## config.mk

```make
export PLATFORM = sky130hd
export DESIGN_NAME = axi_write_slave
export DESIGN_NICKNAME = d
export VERILOG_FILES = /design/src/rtl/axi_write_slave.sv
export SDC_FILE = /design/constraint.sdc
export NUM_CORES = 1
export LEC_CHECK = 0
export CORE_MARGIN = 3
export CORE_UTILIZATION = 30
export DETAILED_ROUTE_END_ITERATION = 6
export GPL_ROUTABILITY_DRIVEN = 0
export PLACE_DENSITY = 0.71
export SLEW_MARGIN = 30
export SYNTH_ARGS = -nofsm -noshare
export SYNTH_HDL_FRONTEND = slang
export SYNTH_SLANG_ARGS = --single-unit
```

## constraint.sdc

```tcl
create_clock -name ACLK -period 3 [get_ports ACLK]
set_input_delay 0.75 -clock ACLK [delete_from_list [all_inputs] [get_ports ACLK]]
set_output_delay 0.75 -clock ACLK [all_outputs]
set_load 0.05 [all_outputs]
```

## src/rtl/axi_write_slave.sv

```systemverilog
// AXI4 write-only slave that turns write bursts into single-port SRAM writes.
// Supports INCR and FIXED 32-bit bursts; any other burst answers SLVERR without writing.
module axi_write_slave #(
    parameter int unsigned AWORDS = 14,
    parameter logic [31:0] BASE   = 32'h0001_0000
) (
    input  logic              ACLK,
    input  logic              ARESETn,
    input  logic [7:0]        AWID_S,
    input  logic [31:0]       AWADDR_S,
    input  logic [3:0]        AWLEN_S,
    input  logic [2:0]        AWSIZE_S,
    input  logic [1:0]        AWBURST_S,
    input  logic              AWVALID_S,
    output logic              AWREADY_S,
    input  logic [31:0]       WDATA_S,
    input  logic [3:0]        WSTRB_S,
    input  logic              WLAST_S,
    input  logic              WVALID_S,
    output logic              WREADY_S,
    output logic [7:0]        BID_S,
    output logic [1:0]        BRESP_S,
    output logic              BVALID_S,
    input  logic              BREADY_S,
    output logic              CEB,
    output logic              WEB,
    output logic [31:0]       BWEB,
    output logic [AWORDS-1:0] A,
    output logic [31:0]       DI
);

    localparam int unsigned ADDR_W = 32;
    localparam int unsigned ID_W   = 8;
    localparam int unsigned LEN_W  = 4;
    localparam int unsigned STRB_W = 4;

    typedef enum logic [1:0] {
        IDLE = 2'd0,
        DATA = 2'd1,
        RESP = 2'd2
    } state_t;

    state_t              state_q, state_d;
    logic [ID_W-1:0]     id_q;
    logic [AWORDS-1:0]   addr_q;
    logic [LEN_W-1:0]    len_q;
    logic [LEN_W-1:0]    cnt_q;
    logic                incr_q;
    logic                bad_q;
    logic                oor_q;
    logic                err_q;

    logic [ADDR_W-1:0]   aw_off;
    logic                aw_bad;
    logic                aw_oor;
    logic                aw_hs;
    logic                w_hs;
    logic                cnt_last;
    logic                beat_last;
    logic                wr_en;
    logic [AWORDS:0]     addr_inc;
    logic                unused_c;

    assign aw_off    = AWADDR_S - BASE;
    assign aw_bad    = AWBURST_S[1] || (AWSIZE_S != 3'b010);
    // Start offset beyond the SRAM (including addresses below BASE, which wrap high).
    assign aw_oor    = |aw_off[ADDR_W-1:AWORDS+2];
    assign unused_c  = ^aw_off[1:0];

    assign aw_hs     = (state_q == IDLE) && AWVALID_S;
    assign w_hs      = (state_q == DATA) && WVALID_S;
    assign cnt_last  = (cnt_q == len_q);
    assign beat_last = WLAST_S || cnt_last;
    assign wr_en     = w_hs && !bad_q && !oor_q;
    assign addr_inc  = {1'b0, addr_q} + (AWORDS+1)'(1);

    assign AWREADY_S = (state_q == IDLE);
    assign WREADY_S  = (state_q == DATA);
    assign BVALID_S  = (state_q == RESP);
    assign BID_S     = id_q;
    assign BRESP_S   = {err_q, 1'b0};
    assign A         = addr_q;

    // State register.
    always_ff @(posedge ACLK or negedge ARESETn) begin
        if (!ARESETn) begin
            state_q <= IDLE;
        end else begin
            state_q <= state_d;
        end
    end

    // Next state and SRAM strobes.
    always_comb begin
        state_d = state_q;
        CEB     = 1'b1;
        WEB     = 1'b1;
        BWEB    = '1;
        DI      = '0;
        case (state_q)
            IDLE: if (AWVALID_S) state_d = DATA;
            DATA: begin
                if (wr_en) begin
                    CEB = 1'b0;
                    WEB = 1'b0;
                    DI  = WDATA_S;
                    for (int i = 0; i < int'(STRB_W); i++) begin
                        BWEB[8*i +: 8] = {8{~WSTRB_S[i]}};
                    end
                end
                if (w_hs && beat_last) state_d = RESP;
            end
            RESP: if (BREADY_S) state_d = IDLE;
            default: state_d = IDLE;
        endcase
    end

    // Burst context: latched at AW, advanced per beat.
    always_ff @(posedge ACLK or negedge ARESETn) begin
        if (!ARESETn) begin
            id_q   <= '0;
            addr_q <= '0;
            len_q  <= '0;
            cnt_q  <= '0;
            incr_q <= 1'b0;
            bad_q  <= 1'b0;
            oor_q  <= 1'b0;
            err_q  <= 1'b0;
        end else if (aw_hs) begin
            id_q   <= AWID_S;
            addr_q <= aw_off[AWORDS+1:2];
            len_q  <= AWLEN_S;
            cnt_q  <= '0;
            incr_q <= (AWBURST_S == 2'b01);
            bad_q  <= aw_bad;
            oor_q  <= aw_oor;
            err_q  <= aw_bad || aw_oor;
        end else if (w_hs) begin
            cnt_q <= cnt_q + LEN_W'(1);
            if (incr_q) begin
                addr_q <= addr_inc[AWORDS-1:0];
                // Carry out of the word address means the next beat left the SRAM.
                if (addr_inc[AWORDS]) oor_q <= 1'b1;
            end
            if (bad_q || oor_q || (WLAST_S != cnt_last)) err_q <= 1'b1;
        end
    end

endmodule

```

==> results of run 1 <==
layout make-up:
| class | count | area (µm²) |
|---|---|---|
| fill | 643 | 3000 |
| timing repair buffer | 187 | 2100 |
| multi-input combinational | 189 | 1130 |
| sequential | 36 | 901 |
| tap | 99 | 124 |
| clock buffer | 8 | 90.1 |
| inverter | 6 | 22.5 |
where the power goes:
part | switching [mW] | internal, mW
Sequential | 0.240 | 0.690
Clock | 0.160 | 0.187
Combinational | 0.987 | 0.615
Total | 1.39 | 1.49
state kept, by name (all words and copies together), names as in the netlist:
name and cells:
err_q 1, bad_q 1, incr_q 1, A 14, len_q 4, state_q 2, oor_q 1, BID_S 8
cnt_q 4
metal layers:
layer,wire length (µm),global-route usage [%],up-vias
li1,-,-,1161
met1,2830,18.6,1067
met2,3710,27.9,114
met3,715,5.05,8
met4,90,3.49,2
met5,20,0,-
how the worst max path moves through the flow:
stage	from	to	slack, ns	cells past startpoint
5_1_grt	WVALID_S	BWEB[3]	-0.06	6
3_5_place_dp	WVALID_S	BWEB[0]	0.02	6
3_3_place_gp	WVALID_S	BWEB[9]	0.08	6
2_1_floorplan	WVALID_S	BWEB[10]	0.14	5
4_1_cts	WVALID_S	BWEB[0]	0.009	6
6_report	WVALID_S	BWEB[0]	0.03	6
worst max-delay path: cells and delay by family:
family / cells / cell delay (ns)
buffers and inverters: 3 / 0.93
and+or+nand+nor: 3 / 0.52
stage by stage:
stage          instance area, µm²  hold WS, ns  util (%)
2_1_floorplan                2320        0.454         -
3_3_place_gp                 4270        0.459      58.0
3_5_place_dp                 4270        0.463      58.0
4_1_cts                      4360        0.480      59.2
5_1_grt                      4370        0.502      59.2
6_report                     4370        0.473      59.2
kinds of logic after synthesis:
| logic type | count (synthesis) | share of synthesized area (%) |
|---|---|---|
| and+or+nand+nor | 143 | 33.8 |
| other | 1 | 0.162 |
| DFF | 36 | 38.8 |
| AOI/OAI and AO/OA | 23 | 5.55 |
| muxes | 1 | 0.431 |
| adders and majority gates | 3 | 1.62 |
| buffers and inverters | 46 | 12.8 |
| xor gates and xnor gates | 18 | 6.79 |
cells in the mapped netlist, types with 2 or more instances:
cell type / n
ha_1: 3
o21ai_1: 2
buf_4: 31
and2_1: 32
xor2_1: 3
xnor2_1: 15
nand3_1: 7
clkbuf_1: 7
nand2_1: 63
nand3b_1: 2
dfrtp_1: 36
nor4b_1: 2
nand4_1: 2
nor4_1: 5
a21oi_1: 6
inv_1: 6
o21ai_0: 11
nor2b_1: 2
nor4_4: 2
nor3_1: 7
a311oi_1: 2
nor2_1: 12
==> reports/qor.yml, run 1 <==
clk_pin_slew_ns: 0.07
r2r_slack_ns: 1.32
hold_path_depth: 2
cp-end-kind: "output pin"
grt_pass1_vias: 2207
ys_seq_elements: 36
power_leakage_nw: 1.83
ant_nets: 0
clk_latency_ns: 0.28
drive_above_1_share_pct: 20.7
wl_per_cell_um: 14.0
avgSynthCellArea_um2: 8.56
root_buffer: "clkbuf_8"
n_antenna_cell: 0
postCtsHoldBufs: 0
syn_nets: 365
synth_flop_cell: "dfrtp_1"
clock.fmax_mhz: 337
cts_tree: "built"
viasPerCell: 4.48
stdcell_count: 525
synth-edff-count: 0
finClkSkew_ns: 0.00266
synth_top_cell_area_share_pct: 38.8
netlist_instances: 271
setup_slack_ns: 0.0343
cp_max_fo: 37
grt_max_degree: 38
synth-seq-area-share_pct: 38.8
nets: 519
yosysTopAreaCell: "dfrtp_1"
worstPathRequired_ns: 2.25
final_cell_mix: "113 x clkdlybuf4s50_1, 62 x nand2_1, 40 x buf_4"
arrival_ns: 2.22
drv_slew: 0
core_um2: 7370
post-route-period-util_pct: 98.9
cts_buffers: 5
chipWidth_um: 94.0
synth_area_leaders: "dfrtp_1 39%, nand2_1 10%, buf_4 10%, and2_1 8.6%, xnor2_1 5.7%"
synth_cell_types: 35
hold_start: "BID_S[3]"
portBuffers: 180
r2r-start: "state_q[1]"
std_cell_rows: 31
drt_iter0_drc: 49
min_path_type: "reg -> reg"
fin_crit_ns: 2.97
dp.cells: 517
cts_buffer_depth: 2
cts.sinks: 36
rsz0062_at_grt: "true"
wl_um: 7360
cts_max_level: 2
drt_pre_antenna_iters: 4
io_pins: 184
grt_pass1_wl_um: 11000
pre_cts_ws_ns: 0.0154
die_y_um: 94.0
rr_worst_depth: 4
path_class: "in -> out"
peakVddDrop_uv: 523
area_delta_synth_final_pct: 88.1
netlist_area_um2: 2320
r2r-end: "A[13]"
cts_resized: 0
initial_core_util_pct: 31.5
final.setup.tns_ns: 0
cp_slowest_stage_delay_ns: 0.49
overflow: 0
p_total_mw: 2.88
tightest_slew_ns: 0.800
crit_chain: "clkdlybuf4s50_1, nand3b_1, nor3_4, buf_12, nand2_1, buf_4"
hpwl_um: 6190
dr_total_vias: 2352
hold_end: "BID_S[3]"
cp_slowest_cell: "clkdlybuf4s50_1"
start_kind: "input port"
die_area_um2: 8830
hold_viol: 0
ys_warn_count: 0
route.detailed.drc: 0
layout_commonest_cell: "clkdlybuf4s50_1"
async_flop_share_pct: 100
drv_cap: 0
cts_setup_buffers: 0
setup_viol: 0
grt.total_usage_pct: 15.8
slew_headroom_pct: 46.6
powerDensity_nw_per_um2: 660
antenna_found_initial: 1
status: "finished, final reports clean"
Note: power is estimated with default switching activity, not from simulation.
==> inputs of run 2 (changes only) <==
- ABC_AREA: not set -> 1
- HOLD_SLACK_MARGIN: not set -> 0.05
- PLACE_DENSITY: 0.71 -> 0.66
==> run 2 against run 1 <==
Non-clock buffer count fell by 2. Sequential share of layout area decreased by 1.9 points. Clock skew increased by 0.0041 ns. Synthesized cell count rose by 53%. Fmax increased by 3.5%. Synthesized area grew 19%. Design area is 10% higher. Die area up 18%. Via count is 26% higher. Combinational power grew 36%. Worst hold slack improved by 0.0051 ns. Wire length up 20%. Largest cell class unchanged.
==> reports/qor.yml, run 2 <==
std_cell_rows: 34
portBuffers: 180
chipWidth_um: 102
final.setup.tns_ns: 0
synth-simple-area-share_pct: 32.7
viasPerCell: 4.38
drive_above_1_share_pct: 18.6
cts_tree: "built"
grt.total_usage_pct: 16.2
wl_per_cell_um: 13.1
cts_setup_buffers: 0
synth-edff-count: 0
drv_slew: 0
slew_headroom_pct: 46.5
core_um2: 8810
avgSynthCellArea_um2: 6.65
cts_max_level: 2
io_pins: 184
cts_resized: 0
power_leakage_nw: 2.26
synth_area_leaders: "dfrtp_1 33%, nand2_1 13%, nor2_1 10%, buf_4 8.7%, inv_1 8.6%"
synth-seq-area-share_pct: 32.7
area_delta_synth_final_pct: 74.3
path_class: "in -> out"
cts_buffers: 5
final_cell_mix: "113 x clkdlybuf4s50_1, 97 x nand2_1, 74 x nor2_1"
netlist_area_um2: 2760
drv_cap: 0
hpwl_um: 7190
netlist_instances: 415
r2r-start: "A[0]"
fin_crit_ns: 2.87
tightest_slew_ns: 0.802
grt_pass1_wl_um: 13600
postCtsHoldBufs: 0
antenna_found_initial: 0
wl_um: 8850
peakVddDrop_uv: 529
cp-end-kind: "output pin"
yosysMostFrequentCell: "nand2_1"
ys_warn_count: 0
n_antenna_cell: 0
cts_buffer_depth: 2
overflow: 0
min_path_type: "reg -> reg"
route.detailed.drc: 0
worstSetupStartpoint: "WVALID_S"
cp_max_fo: 8
synthMuxAreaShare_pct: 0
powerDensity_nw_per_um2: 732
synth_top_family_by_area: "simple AND/OR/NAND/NOR gates"
synth_compound_area_share_pct: 9.43
grt_pass1_vias: 2721
ant_nets: 0
drt_iter0_drc: 69
synth_flop_cell: "dfrtp_1"
rsz0062_at_grt: "false"
largest_reg_flops: 14
post-route-period-util_pct: 95.5
synth_fa_ha_area_share_pct: 1.36
worstPathRequired_ns: 2.25
drt_pre_antenna_iters: 4
async_flop_share_pct: 100
hold_start: "BID_S[4]"
fillerInstances: 814
synth_top_cell_area_share_pct: 32.7
synth_cell_types: 37
initial_core_util_pct: 31.3
clk_pin_slew_ns: 0.08
start_kind: "input port"
clk_latency_ns: 0.29
arrival_ns: 2.12
hold_viol: 0
yosysTopAreaCell: "dfrtp_1"
status: "finished, final reports clean"
layout_commonest_cell: "clkdlybuf4s50_1"
clock.fmax_mhz: 349
finClkSkew_ns: 0.00672
nets: 659
root_buffer: "clkbuf_8"
syn_nets: 509
grt_max_degree: 40
dr_total_vias: 2954
synthXorXnorAreaFrac_pct: 3.49
ys_seq_elements: 36
die_area_um2: 10400
die_y_um: 102
synth.top_cells.by_count: "99 x nand2_1, 75 x nor2_1, 63 x inv_1"
cts.sinks: 36
setup_viol: 0
final_util_pct: 54.6
run 2: cell count changes in the layout (fill, tap and decap cells not counted), sizes merged, moves of 11 or more:
cell,previous run,this run
and2,32,0
xnor2,15,4
nor2,12,81
nand2,63,101
inv,6,68
nand3,7,18
run 2: layout make-up:
cell class,instances,area (µm²),share of cell area [%]
Multi-Input combinational cell,269,1310,27.2
Clock inverter,3,42.5,0.885
Timing Repair Buffer,185,2090,43.6
Clock buffer,5,68.8,1.43
Tap cell,108,135,2.81
Sequential cell,36,901,18.7
Inverter,68,260,5.41
run 2: cell families after synthesis:
| group | count (synthesis) |
|---|---|
| flops | 36 |
| fa+ha+maj | 3 |
| xor+xnor | 11 |
| other cells | 1 |
| simple gates | 211 |
| compound gates | 43 |
| buf+inv | 110 |
run 2: worst paths after layout:
path	end	slack [ns]	cells after the start
setup / recovery	BWEB[31]	0.13	8
hold / removal	BID_S[4]	0.48	2
setup reg to reg	A[12]	1.25	9
hold reg to reg	BID_S[4]	0.48	2
max in group asynchronous	len_q[2]	1.95	1
min in group asynchronous	A[4]	0.55	1
run 2: where the power goes:
part / internal, mW / leakage [nW] / total, mW / switching [mW]
registers: 0.705 / 0.438 / 0.911 / 0.206
clock network: 0.246 / 0.0541 / 0.428 / 0.183
logic: 0.776 / 1.77 / 2.18 / 1.40
total: 1.73 / 2.26 / 3.52 / 1.79
run 2: worst max-delay path, stage by stage:
cell and delay (ns):
clkdlybuf4s50_1 0.45, inv_1 0.06, nor2_4 0.12, inv_2 0.06, nor2_4 0.11, buf_4 0.16
nand2_1 0.16, buf_4 0.24
run 2: layer usage:
layer	vias to the layer above	routed length [µm]	track usage [%]
met5	-	0	0
met1	1287	3760	20.5
met3	5	737	2.94
met4	0	51	2.72
li1	1529	-	-
met2	133	4300	29.1
run 2: through the flow:
step           hold slack (ns)  setup slack, ns  instances  power, mW  cell area, µm²
2_1_floorplan            0.450           0.0836        415       2.38            2760
3_3_place_gp             0.463           0.0415        666       3.08            4690
3_5_place_dp             0.466           0.0306        666       3.11            4690
4_1_cts                  0.486           0.0208        674       3.55            4800
5_1_grt                  0.495           0.0324        674       3.75            4810
6_report                 0.479            0.134        674       3.52            4810
